==> src/rtl/pb_load_pkg.sv <==
// pb_load_pkg: shared slot count, default parameters and slot index type for the button front end.
package pb_load_pkg;
  localparam int NUM_SLOTS = 4;
  localparam int DEF_DEBOUNCE_CYCLES = 500000;
  localparam int DEF_DATA_W = 4;
  typedef logic [1:0] slot_idx_t;
endpackage

==> src/rtl/pb_debounce.sv <==
// pb_debounce: two-flop synchroniser, stable-count debouncer and rising-edge pulse for one button.
module pb_debounce
  import pb_load_pkg::*;
#(
  parameter int DEBOUNCE_CYCLES = DEF_DEBOUNCE_CYCLES
) (
  input  logic clk,
  input  logic rst_n,
  input  logic pb,
  output logic level,
  output logic rise
);
  localparam int CW = $clog2(DEBOUNCE_CYCLES + 1);
  localparam logic [CW-1:0] LAST = CW'(DEBOUNCE_CYCLES - 1);
  logic s1, pb_s, level_d;
  logic [CW-1:0] cnt;
  always_ff @(posedge clk or negedge rst_n) begin
    if (!rst_n) begin
      s1 <= 1'b0;
      pb_s <= 1'b0;
      level <= 1'b0;
      level_d <= 1'b0;
      cnt <= '0;
    end else begin
      s1 <= pb;
      pb_s <= s1;
      level_d <= level;
      if (pb_s == level) cnt <= '0;
      else if (cnt == LAST) begin
        level <= pb_s;
        cnt <= '0;
      end else cnt <= cnt + 1'b1;
    end
  end
  // High for the single cycle after level rises; the top registers it into load_pulse.
  assign rise = level & ~level_d;
endmodule

==> src/rtl/pb_load_debouncer.sv <==
// pb_load_debouncer: debounced button loads of holder into four operand slots.
// Define PB_HOLDER_SYNC_EN to pass holder through a two-flop synchroniser before capture.
module pb_load_debouncer
  import pb_load_pkg::*;
#(
  parameter int DEBOUNCE_CYCLES = DEF_DEBOUNCE_CYCLES,
  parameter int DATA_W = DEF_DATA_W
) (
  input  logic                          clk,
  input  logic                          rst_n,
  input  logic [NUM_SLOTS-1:0]          pb,
  input  logic [DATA_W-1:0]             holder,
  output logic [NUM_SLOTS*DATA_W-1:0]   nums,
  output logic [NUM_SLOTS-1:0]          load_pulse,
  output logic                          any_load,
  output logic [NUM_SLOTS-1:0]          pb_level
);
  logic [NUM_SLOTS-1:0] rise;
  logic [DATA_W-1:0] holder_cap;
  for (genvar i = 0; i < NUM_SLOTS; i++) begin : g_btn
    pb_debounce #(.DEBOUNCE_CYCLES(DEBOUNCE_CYCLES)) u_db (
      .clk(clk),
      .rst_n(rst_n),
      .pb(pb[i]),
      .level(pb_level[i]),
      .rise(rise[i])
    );
  end
`ifdef PB_HOLDER_SYNC_EN
  logic [DATA_W-1:0] h1, h2;
  always_ff @(posedge clk or negedge rst_n) begin
    if (!rst_n) begin
      h1 <= '0;
      h2 <= '0;
    end else begin
      h1 <= holder;
      h2 <= h1;
    end
  end
  assign holder_cap = h2;
`else
  assign holder_cap = holder;
`endif
  always_ff @(posedge clk or negedge rst_n) begin
    if (!rst_n) begin
      nums <= '0;
      load_pulse <= '0;
    end else begin
      load_pulse <= rise;
      for (int k = 0; k < NUM_SLOTS; k++)
        if (rise[k]) nums[k*DATA_W +: DATA_W] <= holder_cap;
    end
  end
  assign any_load = |load_pulse;
endmodule

==> config.mk <==
export PLATFORM = sky130hd
export DESIGN_NAME = pb_load_debouncer
export DESIGN_NICKNAME = d
export VERILOG_FILES = /design/src/rtl/pb_load_pkg.sv /design/src/rtl/pb_debounce.sv /design/src/rtl/pb_load_debouncer.sv
export SDC_FILE = /design/constraint.sdc
export NUM_CORES = 1
export LEC_CHECK = 0
export CAP_MARGIN = 30
export CORE_MARGIN = 3
export CORE_UTILIZATION = 40
export CTS_CLUSTER_SIZE = 12
export DETAILED_ROUTE_END_ITERATION = 7
export HOLD_SLACK_MARGIN = 0.06
export SYNTH_ARGS = -nofsm -noshare
export SYNTH_HDL_FRONTEND = slang
export SYNTH_SLANG_ARGS = --single-unit
==> constraint.sdc <==
create_clock -name clk -period 2.35 [get_ports clk]
set_input_delay 0.47 -clock clk [delete_from_list [all_inputs] [get_ports clk]]
set_output_delay 0.47 -clock clk [all_outputs]
set_load 0.01 [all_outputs]
==> flow_summary.rst, run 1 <==
.. list-table::
   :header-rows: 1

   * - Metric
     - Value
   * - Status
     - complete, no violations
   * - Average cell area after synthesis
     - 10.85 um^2
   * - Cell types occupying the most area after synthesis
     - sky130_fd_sc_hd__dfrtp_1 (56%), sky130_fd_sc_hd__xnor2_1 (5.4%), sky130_fd_sc_hd__nor2_1 (4.7%)
   * - Number of distinct library cell variants in the gate-level netlist after synthesis
     - 38
   * - Final period demand of the worst path
     - ~2.2 ns
   * - Via/cell ratio
     - around 5.2
   * - Clock input transition at the sequential cells of the worst setup and hold paths
     - about 0.070 ns
   * - Worst slew margin
     - a little under three fifths
   * - Via count
     - about 3,500
   * - Slew at the pin closest to its max-slew limit
     - between 0.6 and 0.7 ns
   * - Sequential area share after synthesis
     - a little under three fifths
   * - Setup repair after global routing missed its margin
     - no
   * - Area of the mapped netlist
     - 5035 um^2
   * - DRC violation total after the first TritonRoute iteration
     - 180
   * - Leakage power summed over all cells
     - ~2.5 nW
   * - Fraction of registers with async set or reset after synthesis
     - 100.0%
   * - First-pass GRT wire length
     - 17,220 um
   * - Number of global-route vias before repair
     - approximately 3,600
   * - Final max-slew violation count
     - 0
   * - Routed wire length
     - about 9800 um
   * - Final core occ
     - 48.80%
   * - DR DRC count
     - 0
   * - Crit-path leading delay family
     - simple AND/OR/NAND/NOR gates
   * - DP Wirelength
     - 6821 um
   * - Cell breakdown of the critical path
     - or4_1 -> clkdlybuf4s50_1
   * - Area after detailed placement
     - between 5000 and 6000 um^2
   * - Period utilisation layout
     - roughly 92%
   * - Crit start category
     - register
   * - CP max-delay cell
     - sky130_fd_sc_hd__or4_1
   * - Pin count of the biggest net entering global routing
     - between 60 and 70
   * - Count of flip-flops with a built-in enable after synthesis
     - 0
   * - Clock insertion delay at the later pin of the skew report
     - approximately 0.35 ns
   * - Total power draw
     - about 3.8 mW
   * - Setup_tns
     - 0 ns
   * - Total of fill cells in the finished design
     - approximately 1,100
   * - Area occupied by multi-input gates
     - around 2100 um^2
   * - Setup CP Type
     - reg2out
   * - Number of cells in the design after placement
     - roughly 660
   * - Post-synthesis net count
     - between 400 and 500
   * - Number of standard cells after synthesis
     - ~460
   * - Average detailed-routed wire length per instance
     - between 10 and 15 um
   * - Share of layout cells above drive strength 1
     - 11.13%
   * - Die Ht
     - between 100 and 150 um
   * - Number of nets in the final layout
     - around 520
   * - Clock tree from TritonCTS
     - done
   * - CP Data Arrival Time
     - 1.70 ns
   * - H-tree Lvls
     - 3
   * - Endpoints failing setup
     - 0
   * - Width of the chip
     - ~120 um
   * - Critical path capture point type
     - primary output
   * - Post-cts resize count
     - 0
   * - Critical Path Fanout Max
     - 2
   * - Number of warnings printed during yosys synthesis
     - 0
   * - Floorplan row count
     - 40
   * - Largest vdd supply drop
     - between 0.4 and 0.5 mV
   * - Tightest Hold Check Type
     - reg2reg
   * - Power per Cell Area
     - roughly 640 nW/um^2
   * - Dominant synthesized flop cell
     - sky130_fd_sc_hd__dfrtp_1
   * - Area share of the largest cell type after synthesis
     - a little under three fifths
   * - Number of synthesized register bits
     - between 100 and 150
   * - Total of buffers placed on input and output ports
     - 34
   * - Cell at the root of the clock tree
     - sky130_fd_sc_hd__clkbuf_16
   * - Effective utilization at floorplan
     - 41.40%
   * - Critical path's largest stage delay
     - around 0.5 ns
   * - DIE AREA
     - around 14,000 um^2
   * - Number of buffer and inverter stages on the critical path
     - 1
   * - Required time reported for the critical path endpoint
     - between 1.5 and 2 ns
   * - Cell Count, Final, Fillers Out
     - 680
   * - Number of antenna violations at the first check in global routing
     - 0
   * - Post-route design area
     - 5934 um^2
   * - Clock buffers created by TritonCTS
     - 9
   * - Global router's overall resource usage
     - 15.00%
   * - Remaining Overflow, GRT
     - 0
   * - Final Hold Viols
     - 0
   * - DRT antenna net count
     - 0
   * - Antenna diodes
     - 0
   * - Top cell type by total area after synthesis
     - sky130_fd_sc_hd__dfrtp_1
   * - # IOs
     - 35
   * - Worst Clk Skew
     - approximately 0.0083 ns
   * - Routability congestion estimate
     - about 0.8
   * - Max-cap check violation count
     - 0
   * - Maximum clock rate
     - about 460 MHz
   * - Register Area
     - ~2800 um^2
   * - Area grow syn2layout
     - 17.87%
   * - TritonCTS Sinks
     - approximately 110
   * - Area of the placeable core
     - 12,160 um^2
   * - Drt first pass iters
     - 4
   * - Max clock buf depth
     - 2
==> worst reg2reg max path: stages, from the launching register on <==
cell and delay, ns:
sky130_fd_sc_hd__dfrtp_1 0.43, sky130_fd_sc_hd__or4_1 0.52, sky130_fd_sc_hd__or4_4 0.55, sky130_fd_sc_hd__o21ai_4 0.41
sky130_fd_sc_hd__nor2_1 0.11
==> through the flow <==
stage | worst slack, ns | hold slack, ns
floorplan | 0.3596 | 0.1744
global placement | 0.2598 | 0.3347
detailed placement | 0.2084 | 0.3347
CTS | 0.1552 | 0.3513
global route | 0.1160 | 0.3583
finish | 0.1778 | 0.3506
==> sequential cells by signal, summed over array words and instances (netlist names) <==
signal,count
g_btn.u_db.s1,4
g_btn.u_db.pb_s,4
nums,16
g_btn.u_db.level_d,4
g_btn.u_db.level,4
load_pulse,4
g_btn.u_db.cnt,76
==> metal layers <==
layer | vias up | GRT usage, % | share of wire, %
met4 | 0 | 5.055 | 1.6
met1 | 1740 | 19.37 | 47
met5 | - | 0 | 0
met3 | 11 | 4.019 | 4.0
li1 | 1714 | - | -
met2 | 64 | 24.51 | 47
==> logic make-up (layout without fill, tap and decap cells) <==
kind of cell    count (synthesis)  count (layout)  synth area share [%]
xor+xnor                       53              53                 9.220
flops                         112             112                 55.67
buf+inv                        30              78                 2.833
fa+ha+maj                       4               4                0.9941
mux                            20              20                 4.473
simple gates                  204             204                 21.42
compound gates                 41              41                 5.393
==> cell usage after synthesis (all sizes together) (3+ instances only) <==
cell type / instances
and3: 6
nand2: 22
nor2: 63
inv: 16
ha: 4
nand3: 26
or3: 10
mux2: 20
o31ai: 8
xnor2: 31
buf: 7
nor3: 9
xor2: 22
nand4: 20
or4: 12
clkbuf: 7
nand2b: 3
dfrtp: 112
and4: 5
o21ai: 11
a21oi: 19
nor4: 12
and2: 5
==> final timing paths <==
check                                      start                    to  slack, ns  cells past startpoint
min reg2reg                     g_btn[0].u_db.s1    g_btn[0].u_db.pb_s       0.35                      0
max                                load_pulse[1]              any_load       0.18                      2
max reg2reg                g_btn[0].u_db.cnt[12]  g_btn[0].u_db.cnt[3]       0.20                      4
min                             g_btn[0].u_db.s1    g_btn[0].u_db.pb_s       0.35                      0
max in group asynchronous                  rst_n   g_btn[0].u_db.level       1.10                      3
min in group asynchronous                  rst_n      g_btn[1].u_db.s1       0.60                      2
==> report_power, final <==
group          internal [mW]  total [mW]  switching (mW)
Sequential              1.96        1.99          0.0255
Combinational         0.0706       0.165          0.0944
Clock                  0.948        1.67           0.721
==> layout make-up <==
cell class	instances	share of cell area, %
inverters	16	1.012
repair buffers	46	7.464
clock inverters	7	1.750
clock buffers	9	3.795
well taps	168	3.542
multi-input cells	322	35.21
flip-flops and latches	112	47.23
==> layout by cell type (no fill, tap or decap), types with 3 or more instances in the layout <==
cell type and instances:
sky130_fd_sc_hd__inv_1 16, sky130_fd_sc_hd__xor2_1 22, sky130_fd_sc_hd__nand3_1 26, sky130_fd_sc_hd__nor2_1 63
sky130_fd_sc_hd__xnor2_1 31, sky130_fd_sc_hd__and3_1 6, sky130_fd_sc_hd__clkbuf_16 9, sky130_fd_sc_hd__o31ai_1 7
sky130_fd_sc_hd__nand2_1 22, sky130_fd_sc_hd__and2_1 5, sky130_fd_sc_hd__and4_1 5, sky130_fd_sc_hd__or3_1 10
sky130_fd_sc_hd__o21ai_0 9, sky130_fd_sc_hd__nor3_1 9, sky130_fd_sc_hd__buf_4 11, sky130_fd_sc_hd__clkinv_4 3
sky130_fd_sc_hd__a21oi_1 19, sky130_fd_sc_hd__nand4_1 20, sky130_fd_sc_hd__ha_1 4, sky130_fd_sc_hd__dfrtp_1 112
sky130_fd_sc_hd__clkdlybuf4s50_1 33, sky130_fd_sc_hd__or4_1 11, sky130_fd_sc_hd__nand2b_1 3, sky130_fd_sc_hd__mux2_2 20
sky130_fd_sc_hd__nor4_1 12
==> repair_timing <==
item                      in CTS  in global routing
setup buffers                  0                  0
hold endpoints to repair      22                  0
hold buffers                   1                  0
Note: power is estimated with default switching activity, not from simulation.
==> run 2, diff against run 1 <==
--- a/config.mk
+++ b/config.mk
@@ -11,6 +11,7 @@
 export CTS_CLUSTER_SIZE = 12
 export DETAILED_ROUTE_END_ITERATION = 7
 export HOLD_SLACK_MARGIN = 0.06
+export RECOVER_POWER = 100
 export SYNTH_ARGS = -nofsm -noshare
 export SYNTH_HDL_FRONTEND = slang
 export SYNTH_SLANG_ARGS = --single-unit
==> run 2 against run 1 <==
Against the previous run: sequential share of layout area up 0.45 points; first-iteration DRC count down 5.0%; critical path depth up 2; highest routed layer unchanged; combinational power down 7%; sequential cell count unchanged; clock skew about the same.
==> flow_summary.rst, run 2 (synthesized netlist as in run 1, its figures left out) <==
.. list-table::
   :header-rows: 1

   * - Metric
     - Value
   * - Status
     - complete, no violations
   * - Clock insertion delay at the later pin of the skew report
     - roughly 0.35 ns
   * - Final Hold Viols
     - 0
   * - Floorplan row count
     - 40
   * - Cell depth of the worst hold path
     - 0
   * - Number of global-route vias before repair
     - between 3,000 and 4,000
   * - Worst Clk Skew
     - 0.008315 ns
   * - Pin count of the biggest net entering global routing
     - 65
   * - TritonCTS Sinks
     - about 110
   * - Final period demand of the worst path
     - 2.184 ns
   * - Fin Hold WS
     - around 0.35 ns
   * - Max clock buf depth
     - 2
   * - Drt first pass iters
     - 4
   * - Buffer count from post-CTS setup fixing
     - 0
   * - Effective utilization at floorplan
     - approximately two fifths
   * - Largest vdd supply drop
     - between 0.4 and 0.5 mV
   * - Most frequent standard cell in the layout excluding fill and tap cells
     - sky130_fd_sc_hd__dfrtp_1
   * - Width of the chip
     - between 100 and 150 um
   * - Max-cap check violation count
     - 0
   * - Total power draw
     - ~3.8 mW
   * - Power share of the clock group
     - a little over two fifths
   * - Clock tree from TritonCTS
     - done
   * - Tightest Hold Check Type
     - reg2reg
   * - DIE AREA
     - 13,970 um^2
   * - Antenna diodes
     - 0
   * - Required time reported for the critical path endpoint
     - 2.57 ns
   * - Setup repair after global routing missed its margin
     - no
   * - First-pass GRT wire length
     - around 17,000 um
   * - Worst hold path endpoint
     - g_btn[0].u_db.pb_s
   * - Total of buffers placed on input and output ports
     - 34
   * - Number of buffers inserted by hold repair at cts
     - 1
   * - Average detailed-routed wire length per instance
     - between 10 and 15 um
   * - Commonest cells after routing, fill and taps aside
     - sky130_fd_sc_hd__dfrtp_1 (112), sky130_fd_sc_hd__nor2_1 (63), sky130_fd_sc_hd__xnor2_1 (31), sky130_fd_sc_hd__dlygate4sd3_1 (29), sky130_fd_sc_hd__nand3_1 (26)
   * - Net switching fraction of the power
     - roughly 22%
   * - Via count
     - 3,519
   * - Clock buffers created by TritonCTS
     - 9
   * - Routed wire length
     - a little under 10,000 um
   * - Internal power
     - 2.967 mW
   * - Reg-to-reg setup timing slack
     - 0.17 ns
   * - Die Ht
     - 118.2 um
   * - Number of flip-flops in the largest register
     - between 70 and 80
   * - Critical path capture point type
     - register
   * - Top Registers
     - g_btn.u_db.cnt (76), nums (16)
   * - Post-route design area
     - roughly 5900 um^2
   * - DRT antenna net count
     - 0
   * - Reg-to-reg critical path endpoint
     - g_btn[0].u_db.cnt[3]
   * - H-tree Lvls
     - 3
   * - Routability congestion estimate
     - about 0.81
   * - Endpoints failing setup
     - 0
   * - Setup CP Type
     - reg2reg
   * - Final max-slew violation count
     - 0
   * - Hold_sp
     - g_btn[0].u_db.s1
   * - Number of nets in the final layout
     - about 520
   * - Remaining Overflow, GRT
     - 0
   * - Part of the total power dissipated in sequential elements
     - between 50% and 60%
   * - Worst slew margin
     - under 10%
   * - Final WS setup
     - between 0.15 and 0.2 ns
   * - Area after detailed placement
     - between 5000 and 6000 um^2
   * - Period utilisation layout
     - 92.93%
   * - Area grow syn2layout
     - 16.75%
   * - CP Data Arrival Time
     - between 2 and 2.5 ns
   * - Post-cts resize count
     - 0
   * - DR DRC count
     - 0
   * - Number of antenna violations at the first check in global routing
     - 0
   * - # IOs
     - 35
   * - Area of the placeable core
     - ~12,000 um^2
   * - Clock input transition at the sequential cells of the worst setup and hold paths
     - ~0.070 ns
   * - Launch point of the worst reg-to-reg path
     - g_btn[0].u_db.cnt[12]
   * - Share of layout cells above drive strength 1
     - 9.180%
   * - Net switching component of the power
     - 0.8380 mW
   * - Crit start category
     - register
   * - DRC violation total after the first TritonRoute iteration
     - approximately 170
   * - Leakage power summed over all cells
     - between 2 and 2.5 nW
   * - Power per Cell Area
     - 647.3 nW/um^2
   * - DP Wirelength
     - just under 7000 um
   * - Depth of the worst register-to-register path
     - 4
   * - Slew at the pin closest to its max-slew limit
     - between 1 and 1.5 ns
   * - Critical Path Fanout Max
     - 18
   * - Via/cell ratio
     - just over 5
   * - Setup slack after placement
     - approximately 0.21 ns
   * - Setup_tns
     - 0 ns
   * - Global router's overall resource usage
     - approximately 15%
   * - Combinational power share
     - about 4.0%
   * - Register with the most flip-flops
     - g_btn.u_db.cnt
   * - Cell at the root of the clock tree
     - sky130_fd_sc_hd__clkbuf_16
   * - Maximum clock rate
     - 457.9 MHz
run 2: cell type report:
| type | instances | area, um^2 |
|---|---|---|
| Clock buffer | 9 | 225.2 |
| Multi-Input combinational cell | 322 | 2062 |
| Fill cell | 1115 | 6284 |
| Inverter | 16 | 60.06 |
| Tap cell | 168 | 210.2 |
| Clock inverter | 7 | 103.9 |
| Sequential cell | 112 | 2803 |
| Timing Repair Buffer | 46 | 414.1 |
run 2: how the worst max path moves through the flow:
stage	startpoint	end	slack, ns	cells past startpoint
floorplan	g_btn[0].u_db.cnt[12]	g_btn[0].u_db.level	0.36	4
global placement	g_btn[0].u_db.cnt[12]	g_btn[0].u_db.cnt[16]	0.26	4
detailed placement	g_btn[0].u_db.cnt[12]	g_btn[0].u_db.cnt[3]	0.21	4
CTS	load_pulse[1]	any_load	0.16	2
global route	rst_n	g_btn[0].u_db.level	0.06	3
finish	g_btn[0].u_db.cnt[12]	g_btn[0].u_db.cnt[3]	0.17	4
run 2: routing by layer:
| layer | vias up | track usage, % | part of all wire (%) |
|---|---|---|---|
| met3 | 10 | 4.019 | 3.4 |
| li1 | 1717 | - | - |
| met1 | 1739 | 19.37 | 48 |
| met2 | 53 | 24.51 | 48 |
| met4 | 0 | 5.055 | 1.4 |
| met5 | - | 0 | 0 |
run 2: critical path: stages (launching register included):
cell and delay [ns]:
sky130_fd_sc_hd__dfrtp_1 0.43, sky130_fd_sc_hd__or4_1 0.51, sky130_fd_sc_hd__or4_1 0.58, sky130_fd_sc_hd__o21ai_4 0.42, sky130_fd_sc_hd__nor2_1 0.11
run 2: power by group through the flow:
stage                     Clock [mW]  Sequential (mW)  Combinational, mW
after floorplan                    0             2.02             0.0622
after global placement             0             2.02              0.167
after detailed placement           0             2.02              0.169
after CTS                       1.74             1.99              0.171
after global routing            1.81             1.99              0.175
final                           1.67             1.98              0.153
run 2: through the flow:
| step | std cells | util, % |
|---|---|---|
| finish | 680 | 48.33 |
| global route | 680 | 48.33 |
| CTS | 680 | 48.80 |
| detailed placement | 663 | 46.01 |
| global placement | 663 | 46.01 |
| floorplan | 464 | - |
